==> src/rtl/shot_controller_pkg.sv <==
// Shared game definitions: shot FSM states and default timing/power constants,
// so the power-bar renderer and the shot controller agree on MAX_POWER.
package shot_controller_pkg;

   typedef enum logic [2:0] {
      IDLE,
      CHARGE,
      FIRE,
      FLIGHT,
      SWITCH
   } shot_state_t;

   localparam int unsigned POWER_W           = 8;
   localparam int unsigned DEF_STEP_INTERVAL = 1_234_177;
   localparam int unsigned DEF_MAX_POWER     = 128;
   localparam int unsigned DEF_COOLDOWN      = 65_000_000;

endpackage

==> src/rtl/shot_controller_if.sv <==
// Player keys, projectile/halt inputs and shot outputs between the game and the shot controller.
interface shot_controller_if;
   import shot_controller_pkg::*;

   logic               space_p1;
   logic               space_p2;
   logic               projectile_done;
   logic               halt;
   logic               active_player;
   logic               bar_on;
   logic [POWER_W-1:0] charge_level;
   logic               fire;
   logic [POWER_W-1:0] shot_power;
   logic               busy;

   modport master (
      output space_p1, space_p2, projectile_done, halt,
      input  active_player, bar_on, charge_level, fire, shot_power, busy
   );

   modport slave (
      input  space_p1, space_p2, projectile_done, halt,
      output active_player, bar_on, charge_level, fire, shot_power, busy
   );

endinterface

==> src/rtl/shot_controller_key_edge_detect.sv <==
// Registered key copy with rising-edge output; load replaces the copy on a turn change.
module key_edge_detect (
   input  logic clk,
   input  logic rst,
   input  logic key,
   input  logic load,
   input  logic load_value,
   output logic rise
);

   logic key_q;

   always_ff @(posedge clk) begin
      if (rst) begin
         key_q <= 1'b0;
      end else if (load) begin
         key_q <= load_value;
      end else begin
         key_q <= key;
      end
   end

   assign rise = key & ~key_q;

endmodule

==> src/rtl/shot_controller.sv <==
// Turn-based shot controller: charge while the active player's key is held,
// fire on release, wait for the projectile, then hand the turn over after a cooldown.
module shot_controller
   import shot_controller_pkg::*;
#(
   parameter int unsigned STEP_INTERVAL = DEF_STEP_INTERVAL,
   parameter int unsigned MAX_POWER     = DEF_MAX_POWER,
   parameter int unsigned COOLDOWN      = DEF_COOLDOWN
) (
   input logic            clk,
   input logic            rst,
   shot_controller_if.slave bus
);

   localparam int unsigned        STEP_W    = $clog2(STEP_INTERVAL + 2);
   localparam int unsigned        COOL_W    = $clog2(COOLDOWN + 2);
   localparam logic [STEP_W-1:0]  STEP_LAST = STEP_W'(STEP_INTERVAL);
   localparam logic [COOL_W-1:0]  COOL_LAST = COOL_W'(COOLDOWN - 1);
   localparam logic [POWER_W-1:0] POWER_MAX = POWER_W'(MAX_POWER);

   shot_state_t        state, state_nxt;
   logic [STEP_W-1:0]  step, step_nxt;
   logic [COOL_W-1:0]  cool, cool_nxt;
   logic [POWER_W-1:0] charge, charge_nxt;
   logic [POWER_W-1:0] power, power_nxt;
   logic               player, player_nxt;
   logic               fire_q, bar_q, busy_q;
   logic               key, other_key, rise, load;

   assign key       = player ? bus.space_p2 : bus.space_p1;
   assign other_key = player ? bus.space_p1 : bus.space_p2;

   // On the turn toggle the edge register takes the incoming player's key,
   // so a key already held by that player does not count as a press.
   key_edge_detect u_key (
      .clk        (clk),
      .rst        (rst),
      .key        (key),
      .load       (load),
      .load_value (other_key),
      .rise       (rise)
   );

   always_comb begin
      state_nxt  = state;
      step_nxt   = step;
      cool_nxt   = cool;
      charge_nxt = charge;
      power_nxt  = power;
      player_nxt = player;
      load       = 1'b0;
      if (bus.halt) begin
         state_nxt  = IDLE;
         step_nxt   = '0;
         cool_nxt   = '0;
         charge_nxt = '0;
      end else begin
         case (state)
            IDLE: begin
               if (rise) begin
                  state_nxt  = CHARGE;
                  step_nxt   = '0;
                  charge_nxt = '0;
               end
            end
            CHARGE: begin
               if (!key) begin
                  step_nxt   = '0;
                  charge_nxt = '0;
                  if (charge != '0) begin
                     state_nxt = FIRE;
                     power_nxt = charge;
                  end else begin
                     state_nxt = IDLE;
                  end
               end else if (charge < POWER_MAX) begin
                  if (step == STEP_LAST) begin
                     step_nxt   = '0;
                     charge_nxt = charge + 1'b1;
                  end else begin
                     step_nxt = step + 1'b1;
                  end
               end
            end
            FIRE: state_nxt = FLIGHT;
            FLIGHT: begin
               if (bus.projectile_done) begin
                  state_nxt  = SWITCH;
                  player_nxt = ~player;
                  cool_nxt   = '0;
                  load       = 1'b1;
               end
            end
            SWITCH: begin
               if (cool == COOL_LAST) begin
                  state_nxt = IDLE;
                  cool_nxt  = '0;
               end else begin
                  cool_nxt = cool + 1'b1;
               end
            end
            default: state_nxt = IDLE;
         endcase
      end
   end

   always_ff @(posedge clk) begin
      if (rst) begin
         state  <= IDLE;
         step   <= '0;
         cool   <= '0;
         charge <= '0;
         power  <= '0;
         player <= 1'b0;
         fire_q <= 1'b0;
         bar_q  <= 1'b0;
         busy_q <= 1'b0;
      end else begin
         state  <= state_nxt;
         step   <= step_nxt;
         cool   <= cool_nxt;
         charge <= charge_nxt;
         power  <= power_nxt;
         player <= player_nxt;
         fire_q <= (state_nxt == FIRE);
         bar_q  <= (state_nxt == CHARGE);
         busy_q <= (state_nxt == FIRE) || (state_nxt == FLIGHT) || (state_nxt == SWITCH);
      end
   end

   assign bus.active_player = player;
   assign bus.bar_on        = bar_q;
   assign bus.charge_level  = charge;
   assign bus.fire          = fire_q;
   assign bus.shot_power    = power;
   assign bus.busy          = busy_q;

endmodule

==> src/flat_wrapper.sv <==
// flat-port wrapper written by rule: the top's interface ports become plain ports
module shot_controller_flat import shot_controller_pkg::*;
#(
   parameter int unsigned STEP_INTERVAL = DEF_STEP_INTERVAL,
   parameter int unsigned MAX_POWER     = DEF_MAX_POWER,
   parameter int unsigned COOLDOWN      = DEF_COOLDOWN
)
  (clk, rst, bus_space_p1, bus_space_p2, bus_projectile_done, bus_halt, bus_active_player, bus_bar_on, bus_charge_level, bus_fire, bus_shot_power, bus_busy);
  shot_controller_if bus_i ();
  input logic clk;
  input logic rst;
  input wire logic [$bits(bus_i.space_p1)-1:0] bus_space_p1;
  input wire logic [$bits(bus_i.space_p2)-1:0] bus_space_p2;
  input wire logic [$bits(bus_i.projectile_done)-1:0] bus_projectile_done;
  input wire logic [$bits(bus_i.halt)-1:0] bus_halt;
  output wire logic [$bits(bus_i.active_player)-1:0] bus_active_player;
  output wire logic [$bits(bus_i.bar_on)-1:0] bus_bar_on;
  output wire logic [$bits(bus_i.charge_level)-1:0] bus_charge_level;
  output wire logic [$bits(bus_i.fire)-1:0] bus_fire;
  output wire logic [$bits(bus_i.shot_power)-1:0] bus_shot_power;
  output wire logic [$bits(bus_i.busy)-1:0] bus_busy;
  assign bus_i.space_p1 = bus_space_p1;
  assign bus_i.space_p2 = bus_space_p2;
  assign bus_i.projectile_done = bus_projectile_done;
  assign bus_i.halt = bus_halt;
  assign bus_active_player = bus_i.active_player;
  assign bus_bar_on = bus_i.bar_on;
  assign bus_charge_level = bus_i.charge_level;
  assign bus_fire = bus_i.fire;
  assign bus_shot_power = bus_i.shot_power;
  assign bus_busy = bus_i.busy;
  shot_controller #(.STEP_INTERVAL(STEP_INTERVAL), .MAX_POWER(MAX_POWER), .COOLDOWN(COOLDOWN)) u_core (.clk(clk), .rst(rst), .bus(bus_i));
endmodule
==> config.mk <==
export PLATFORM = sky130hd
export DESIGN_NAME = shot_controller_flat
export DESIGN_NICKNAME = d
export VERILOG_FILES = /design/src/rtl/shot_controller_pkg.sv /design/src/rtl/shot_controller_if.sv /design/src/rtl/shot_controller_key_edge_detect.sv /design/src/rtl/shot_controller.sv /design/src/flat_wrapper.sv
export SDC_FILE = /design/constraint.sdc
export NUM_CORES = 1
export LEC_CHECK = 0
export ABC_AREA = 1
export CORE_UTILIZATION = 32
export DETAILED_ROUTE_END_ITERATION = 16
export PLACE_DENSITY = 0.55
export REMOVE_ABC_BUFFERS = 1
export SYNTH_ARGS = -nofsm -noshare
export SYNTH_HDL_FRONTEND = slang
export SYNTH_SLANG_ARGS = --single-unit
==> constraint.sdc <==
create_clock -name clk -period 2.6 [get_ports clk]
set_input_delay 0.39 -clock clk [delete_from_list [all_inputs] [get_ports clk]]
set_output_delay 0.39 -clock clk [all_outputs]
set_load 0.03 [all_outputs]
==> reports/metrics.yaml, run 1 <==
sta:
  timing.final.max_slew_violations: 0
  worst_slew_margin_rel: 0.494
  period_share: 0.765
  fin_worst_hold_slack_ps: 441
  finalHoldViolCount: 0
  fin_crit_ps: 1990
  tightestPinTransition_ps: 758
  finalSetupTns_ps: 0
  setup_viol: 0
  rsz_0062_raised_after_global_routing: "false"
  fin_worst_skew_ps: 6.33
  max_freq_mhz: 503
placed_design:
  detailed_place_hpwl_um: 7110
  routabilityCongestion: 0.854
  io_buffer_count: 25
cells_and_area:
  layout.cells.most_common: "nand2_1"
  layout_cell_share_with_drive_strength_beyond_1: 0.0505
  layout_common_cells: "175 x nand2_1, 109 x nor2_1, 81 x inv_1"
  antenna_cells: 0
  number_of_nets_in_the_final_layout: 679
  area_delta_synth_final_pct: 17.1
drt:
  avgRoutedWirePerCell_um: 11.6
  detail_route.drc_violations: 0
  routed_via_density: 4.77
  initialDrtViolationCount: 300
  detailroute.via_count: 4013
  drt_wl_total_um: 9770
  postRouteAntennaNets: 0
  first_pass_iters: 5
global_route:
  grtUsageMet1: 0.203
  antenna_violations_before_repair: 0
  grt_pass1_wl_um: 16700
  met2_track_demand_over_resource_in_global_routing: 0.264
  grt_busiest_layer: "met2"
  vias_in_the_first_global_route: 3714
  maximum_number_of_pins_on_one_net_before_global_route_repair: 27
  gr-total-overflow: 0
  groute.layer.met3.usage: 0.0351
  groute.usage.overall: 0.159
clock_tree:
  cts_tree: "built"
  ctsHtreeMaxLevel: 3
  cts_max_path_bufs: 2
  cts-buffers-inserted: 9
  cts_setup_buffers: 0
  hold_buffers: 0
  cts.sink_count: 71
  clock_root_cell: "clkbuf_16"
  worst_setup_hold_path_clk_slew_ps: 60
  worstSkewPairLatency_ps: 330
  cts_repair_resize_count: 0
floorplan:
  floorplan.initialDensity: 0.331
  io_pins: 26
  rows: 40
  floorplan.die.width_um: 114
  core_area_um2: 12100
  fp.dieH_um: 114
  die_area_um2: 13000
yosys:
  yosysUniqueCellTypes: 31
  seq_area_frac_synth: 0.355
  synth_seq_cells: 71
  mappedNetlistArea_um2: 4010
  postSynthCellCount: 639
  syn_area_per_cell_um2: 6.27
  ys.warnings.count: 0
power_and_ir_drop:
  cellLeakagePower_uw: 0.00163
  ir_worst_vdd_mv: 0.276
  pwr_density_cell_nw_per_um2: 501
worst_setup_path:
  r2r-end: "u_core.bus.shot_power[5]$_SDFFE_PP0P_"
  worstSetupPathType: "input port to register"
  regToRegSetupSlack_ps: 710
  critPathCaptureType: "register"
  cp.arrival_ps: 2240
  worst_setup_path_start_kind: "input port"
  timing.critical_path.required_ps: 2850
  reg2reg_from: "u_core.bus.charge_level[0]$_SDFFE_PP0P_"
  worst_r2r_path_depth: 6
  crit_path_max_fanout: 13
min_path:
  min_path_cells: 2
  hold_path_class: "register to register"
  hold_path_startpoint: "u_core.bus.shot_power[4]$_SDFFE_PP0P_"
  holdPathEnd: "u_core.bus.shot_power[4]$_SDFFE_PP0P_"
status:
  outcome: "finished clean"
run:
  maxCapViolCount: 0
==> synthesized netlist by cell type <==
library cell | instances | area [µm²]
nand2_1 | 175 | 657
nor2_1 | 109 | 409
inv_1 | 81 | 304
dfxtp_1 | 71 | 1420
nand3_1 | 48 | 240
a21oi_1 | 42 | 210
o21ai_0 | 28 | 140
nand4_1 | 23 | 144
nor3_1 | 10 | 50.1
ha_1 | 5 | 62.6
o21bai_1 | 5 | 37.5
buf_6 | 4 | 45.0
clkbuf_1 | 4 | 15.0
nand2_2 | 4 | 25.0
xnor2_1 | 4 | 35.0
xor2_1 | 4 | 35.0
nand2_4 | 3 | 33.8
buf_4 | 2 | 15.0
clkinv_1 | 2 | 7.51
inv_2 | 2 | 7.51
nand3b_1 | 2 | 15.0
nor3b_1 | 2 | 15.0
a31oi_1 | 1 | 6.26
buf_2 | 1 | 5.00
nand3_2 | 1 | 10.0
nor2_2 | 1 | 6.26
nor2_4 | 1 | 11.3
nor3_2 | 1 | 10.0
nor3_4 | 1 | 16.3
o21a_1 | 1 | 7.51
o21ai_2 | 1 | 8.76
==> worst max-delay path, cell delays in order <==
cell	delay (ps)
clkdlybuf4s50_1	460
inv_1	70
o21ai_2	300
nand2_1	160
nand2_2	110
nand2_2	170
nor2_1	350
nand2_1	90
a21oi_1	140
==> how the worst max path moves through the flow <==
stage	startpoint	to	slack, ps	cells past startpoint
finish	bus_space_p1	u_core.step[1]$_SDFFE_PP0P_	610	9
global route	bus_space_p1	u_core.step[1]$_SDFFE_PP0P_	310	9
CTS	bus_space_p1	u_core.step[1]$_SDFFE_PP0P_	620	9
detailed placement	bus_space_p1	u_core.step[1]$_SDFFE_PP0P_	280	9
global placement	bus_space_p1	u_core.step[1]$_SDFFE_PP0P_	330	9
floorplan	u_core.bus.active_player$_SDFFE_PP0P_	u_core.step[12]$_SDFFE_PP0P_	690	11
==> flip-flops by register name (all words and copies together), names as in the netlist <==
name / cells
u_core.bus.active_player: 1
u_core.bus.bar_on: 1
u_core.bus.busy: 1
u_core.bus.charge_level: 8
u_core.bus.fire: 1
u_core.bus.shot_power: 8
u_core.cool: 26
u_core.state: 3
u_core.step: 21
u_core.u_key.key_q: 1
==> cells by family after synthesis <==
group / count (synthesis) / synth area share
buffers and inverters: 96 / 0.0996
AOI/OAI and AO/OA: 78 / 0.102
adders and majority gates: 5 / 0.0156
and+or+nand+nor: 381 / 0.410
DFF: 71 / 0.355
xor gates and xnor gates: 8 / 0.0175
==> power breakdown <==
group / switching, µW / leakage (µW) / internal [µW]
Combinational: 73.1 / 0.000912 / 28.4
Sequential: 3.29 / 0.000572 / 1090
Clock: 464 / 0.000142 / 691
==> metrics by stage <==
step | util | total power [µW] | std cells | cell area (µm²) | setup slack (ps)
after detailed placement | 0.365 | 1220 | 825 | 4420 | 283
after global routing | 0.388 | 2450 | 841 | 4690 | 310
after CTS | 0.388 | 2380 | 841 | 4690 | 617
final | 0.388 | 2350 | 841 | 4690 | 611
after floorplan | - | 1180 | 628 | 3930 | 694
after global placement | 0.365 | 1220 | 825 | 4420 | 327
==> layout make-up <==
type	count	area [µm²]
fill	1301	7420
multi-input combinational	472	2190
sequential	71	1420
inverter	85	319
timing repair buffer	29	280
clock buffer	12	256
tap	168	210
clock inverter	4	20.0
==> metal layers <==
metal / up-vias / share of wire
li1: 2100 / -
met1: 1814 / 0.50
met2: 92 / 0.45
met3: 7 / 0.038
met4: 0 / 0.013
met5: - / 0
Note: power is estimated with default switching activity, not from simulation.
==> run 2: changes to the inputs <==
PLACE_DENSITY = 0.57   (was 0.55)
clock period = 1.7 ns   (was 2.6 ns; I/O delays follow)
==> run 2 against run 1 <==
Clock skew grew 1.2 ps; cell count grew 6.8%; worst setup slack lost 530 ps; via count grew 6.3%; sequential power grew 53%; flip-flop and latch count is the same; critical path depth shrank 1; worst hold slack gained 2.8 ps; first-iteration DRC count grew 11%; combinational power grew 120%; count of clock-buffer cells in the layout shrank 2; clock power grew 90%; largest power group unchanged.
==> reports/metrics.yaml, run 2 (synthesis results as in run 1) <==
drt:
  routed_via_density: 4.75  # -0.49%
  first_pass_iters: 7  # +2
  initialDrtViolationCount: 332  # +11%
  avgRoutedWirePerCell_um: 11.7  # +0.38%
  detailroute.via_count: 4264  # +6.3%
  drt_wl_total_um: 10500  # +7.2%
  detail_route.drc_violations: 0  # unchanged
  postRouteAntennaNets: 0  # unchanged
worst_setup_path:
  path_buf_inv: 0  # -2
  worstSetupPathType: "register to register"
  timing.critical_path.required_ps: 1930  # -920 ps
  cp.arrival_ps: 1850  # -390 ps
  worst_path_largest_cell_delay_ps: 470  # about the same
  worst_path_dominant_cell_family: "simple AND/OR/NAND/NOR gates"
  crit_path_max_fanout: 6  # -7
  critPathCaptureType: "register"
  critical-path-slowest-cell: "dfxtp_1"
  timing.critical_path.mode_cell: "nor2_1"
  worst_setup_path_start_kind: "register"
  path_cells: "nand2_1 -> nor2_1 -> nand2_2 -> nor2_1 -> nand2_1 -> nor2_1 -> nor2_1 -> o21a_1"
clock_tree:
  ctsHtreeMaxLevel: 3  # unchanged
  clock_root_cell: "clkbuf_16"
  worstSkewPairLatency_ps: 330  # about the same
  cts-buffers-inserted: 9  # unchanged
  cts_max_path_bufs: 2  # unchanged
  cts_tree: "built"
  cts.sink_count: 71  # unchanged
  worst_setup_hold_path_clk_slew_ps: 60  # about the same
  hold_buffers: 0  # unchanged
global_route:
  maximum_number_of_pins_on_one_net_before_global_route_repair: 23  # -15%
  grt_pass1_wl_um: 17800  # +6.8%
  groute.usage.overall: 0.169  # +0.0100
  gr-total-overflow: 0  # unchanged
  antenna_violations_before_repair: 0  # unchanged
  vias_in_the_first_global_route: 3901  # +5.0%
cells_and_area:
  area_delta_synth_final_pct: 32.6
  number_of_nets_in_the_final_layout: 736  # +8.4%
  largest_register_ffs: 26  # unchanged
  largest-register: "u_core.cool"
  layout_common_cells: "168 x nand2_1, 96 x nor2_1, 80 x inv_1"
  antenna_cells: 0  # unchanged
  layout_cell_share_with_drive_strength_beyond_1: 0.168  # +0.118
  layout.cells.most_common: "nand2_1"
  top_regs: "u_core.cool x26, u_core.step x21"
  postLayoutCoreUtil: 0.439  # +0.0511
placed_design:
  io_buffer_count: 25  # unchanged
  dpl_worst_slack_ps: -196  # -479 ps
  routabilityCongestion: 0.834  # -2.4%
  detailed_place_hpwl_um: 7770  # +9.3%
floorplan:
  rows: 40  # unchanged
  io_pins: 26  # unchanged
  floorplan.initialDensity: 0.331  # unchanged
  floorplan.die.width_um: 114  # unchanged
  fp.dieH_um: 114  # unchanged
  core_area_um2: 12100  # unchanged
  die_area_um2: 13000  # unchanged
sta:
  max_freq_mhz: 617
  setup_viol: 0  # unchanged
  tightestPinTransition_ps: 342  # -416 ps
  fin_crit_ps: 1620
  period_share: 0.954
  rsz_0062_raised_after_global_routing: "true"
  finalHoldViolCount: 0  # unchanged
  worst_slew_margin_rel: 0.770  # +0.276
  fin_worst_skew_ps: 7.52  # +1.19 ps
  timing.final.max_slew_violations: 0  # unchanged
  setup_slack_ps: 78.2  # -533 ps
run:
  maxCapViolCount: 0  # unchanged
status:
  outcome: "finished clean"
min_path:
  hold_path_class: "register to register"
power_and_ir_drop:
  pwr_density_cell_nw_per_um2: 770  # +54%
  cellLeakagePower_uw: 0.00199  # +22%
  ir_worst_vdd_mv: 0.440  # +60%
run 2: path summary, 6_finish.rpt:
| check | start | endpoint | cells after the start | slack, ps |
|---|---|---|---|---|
| worst max register to register | u_core.cool[6]$_SDFFE_PP0P_ | u_core.cool[12]$_SDFFE_PP0P_ | 8 | 80 |
| worst min-delay path | u_core.bus.shot_power[6]$_SDFFE_PP0P_ | u_core.bus.shot_power[6]$_SDFFE_PP0P_ | 2 | 440 |
| worst max-delay path | u_core.cool[6]$_SDFFE_PP0P_ | u_core.cool[12]$_SDFFE_PP0P_ | 8 | 80 |
| worst min register to register | u_core.bus.shot_power[6]$_SDFFE_PP0P_ | u_core.bus.shot_power[6]$_SDFFE_PP0P_ | 2 | 440 |
run 2: what timing repair did:
action,4_1_cts,5_1_grt
gates resized for setup,6,39
setup endpoints to repair,6,40
setup buffers,0,5
pin swaps,0,6
cloned,0,0
run 2: layout make-up:
class	instances	area [µm²]
Sequential cell	71	1430
Tap cell	168	210
Clock buffer	10	239
Fill cell	1245	6800
Inverter	85	319
Clock inverter	6	108
Timing Repair Buffer	86	721
Multi-Input combinational cell	472	2280
run 2: through the flow:
stage	total power (µW)	std cells	TNS, ps	area [µm²]	hold WS (ps)
2_1_floorplan	1810	628	-2540	3930	327
3_3_place_gp	1930	877	-2910	4820	430
3_5_place_dp	1930	877	-3420	4820	441
4_1_cts	4120	893	0	5160	450
5_1_grt	4230	898	-211	5310	463
6_report	4090	898	0	5310	444
run 2: metal layers:
metal	vias up	GRT usage	wire, µm
li1	2212	-	-
met1	1938	0.220	5070
met2	98	0.279	4790
met3	16	0.0298	434
met4	0	0.0632	177
met5	-	0	0
run 2: report_power, final:
| part | switching, µW | total [µW] | internal, µW |
|---|---|---|---|
| registers | 4.89 | 1670 | 1670 |
| logic | 127 | 222 | 95.5 |
| clock network | 731 | 2200 | 1470 |
| total | 863 | 4090 | 3230 |
run 2: worst min-delay path: stages, from the launching register on:
cell,delay (ps)
dfxtp_1,310
inv_1,50
a21oi_1,50
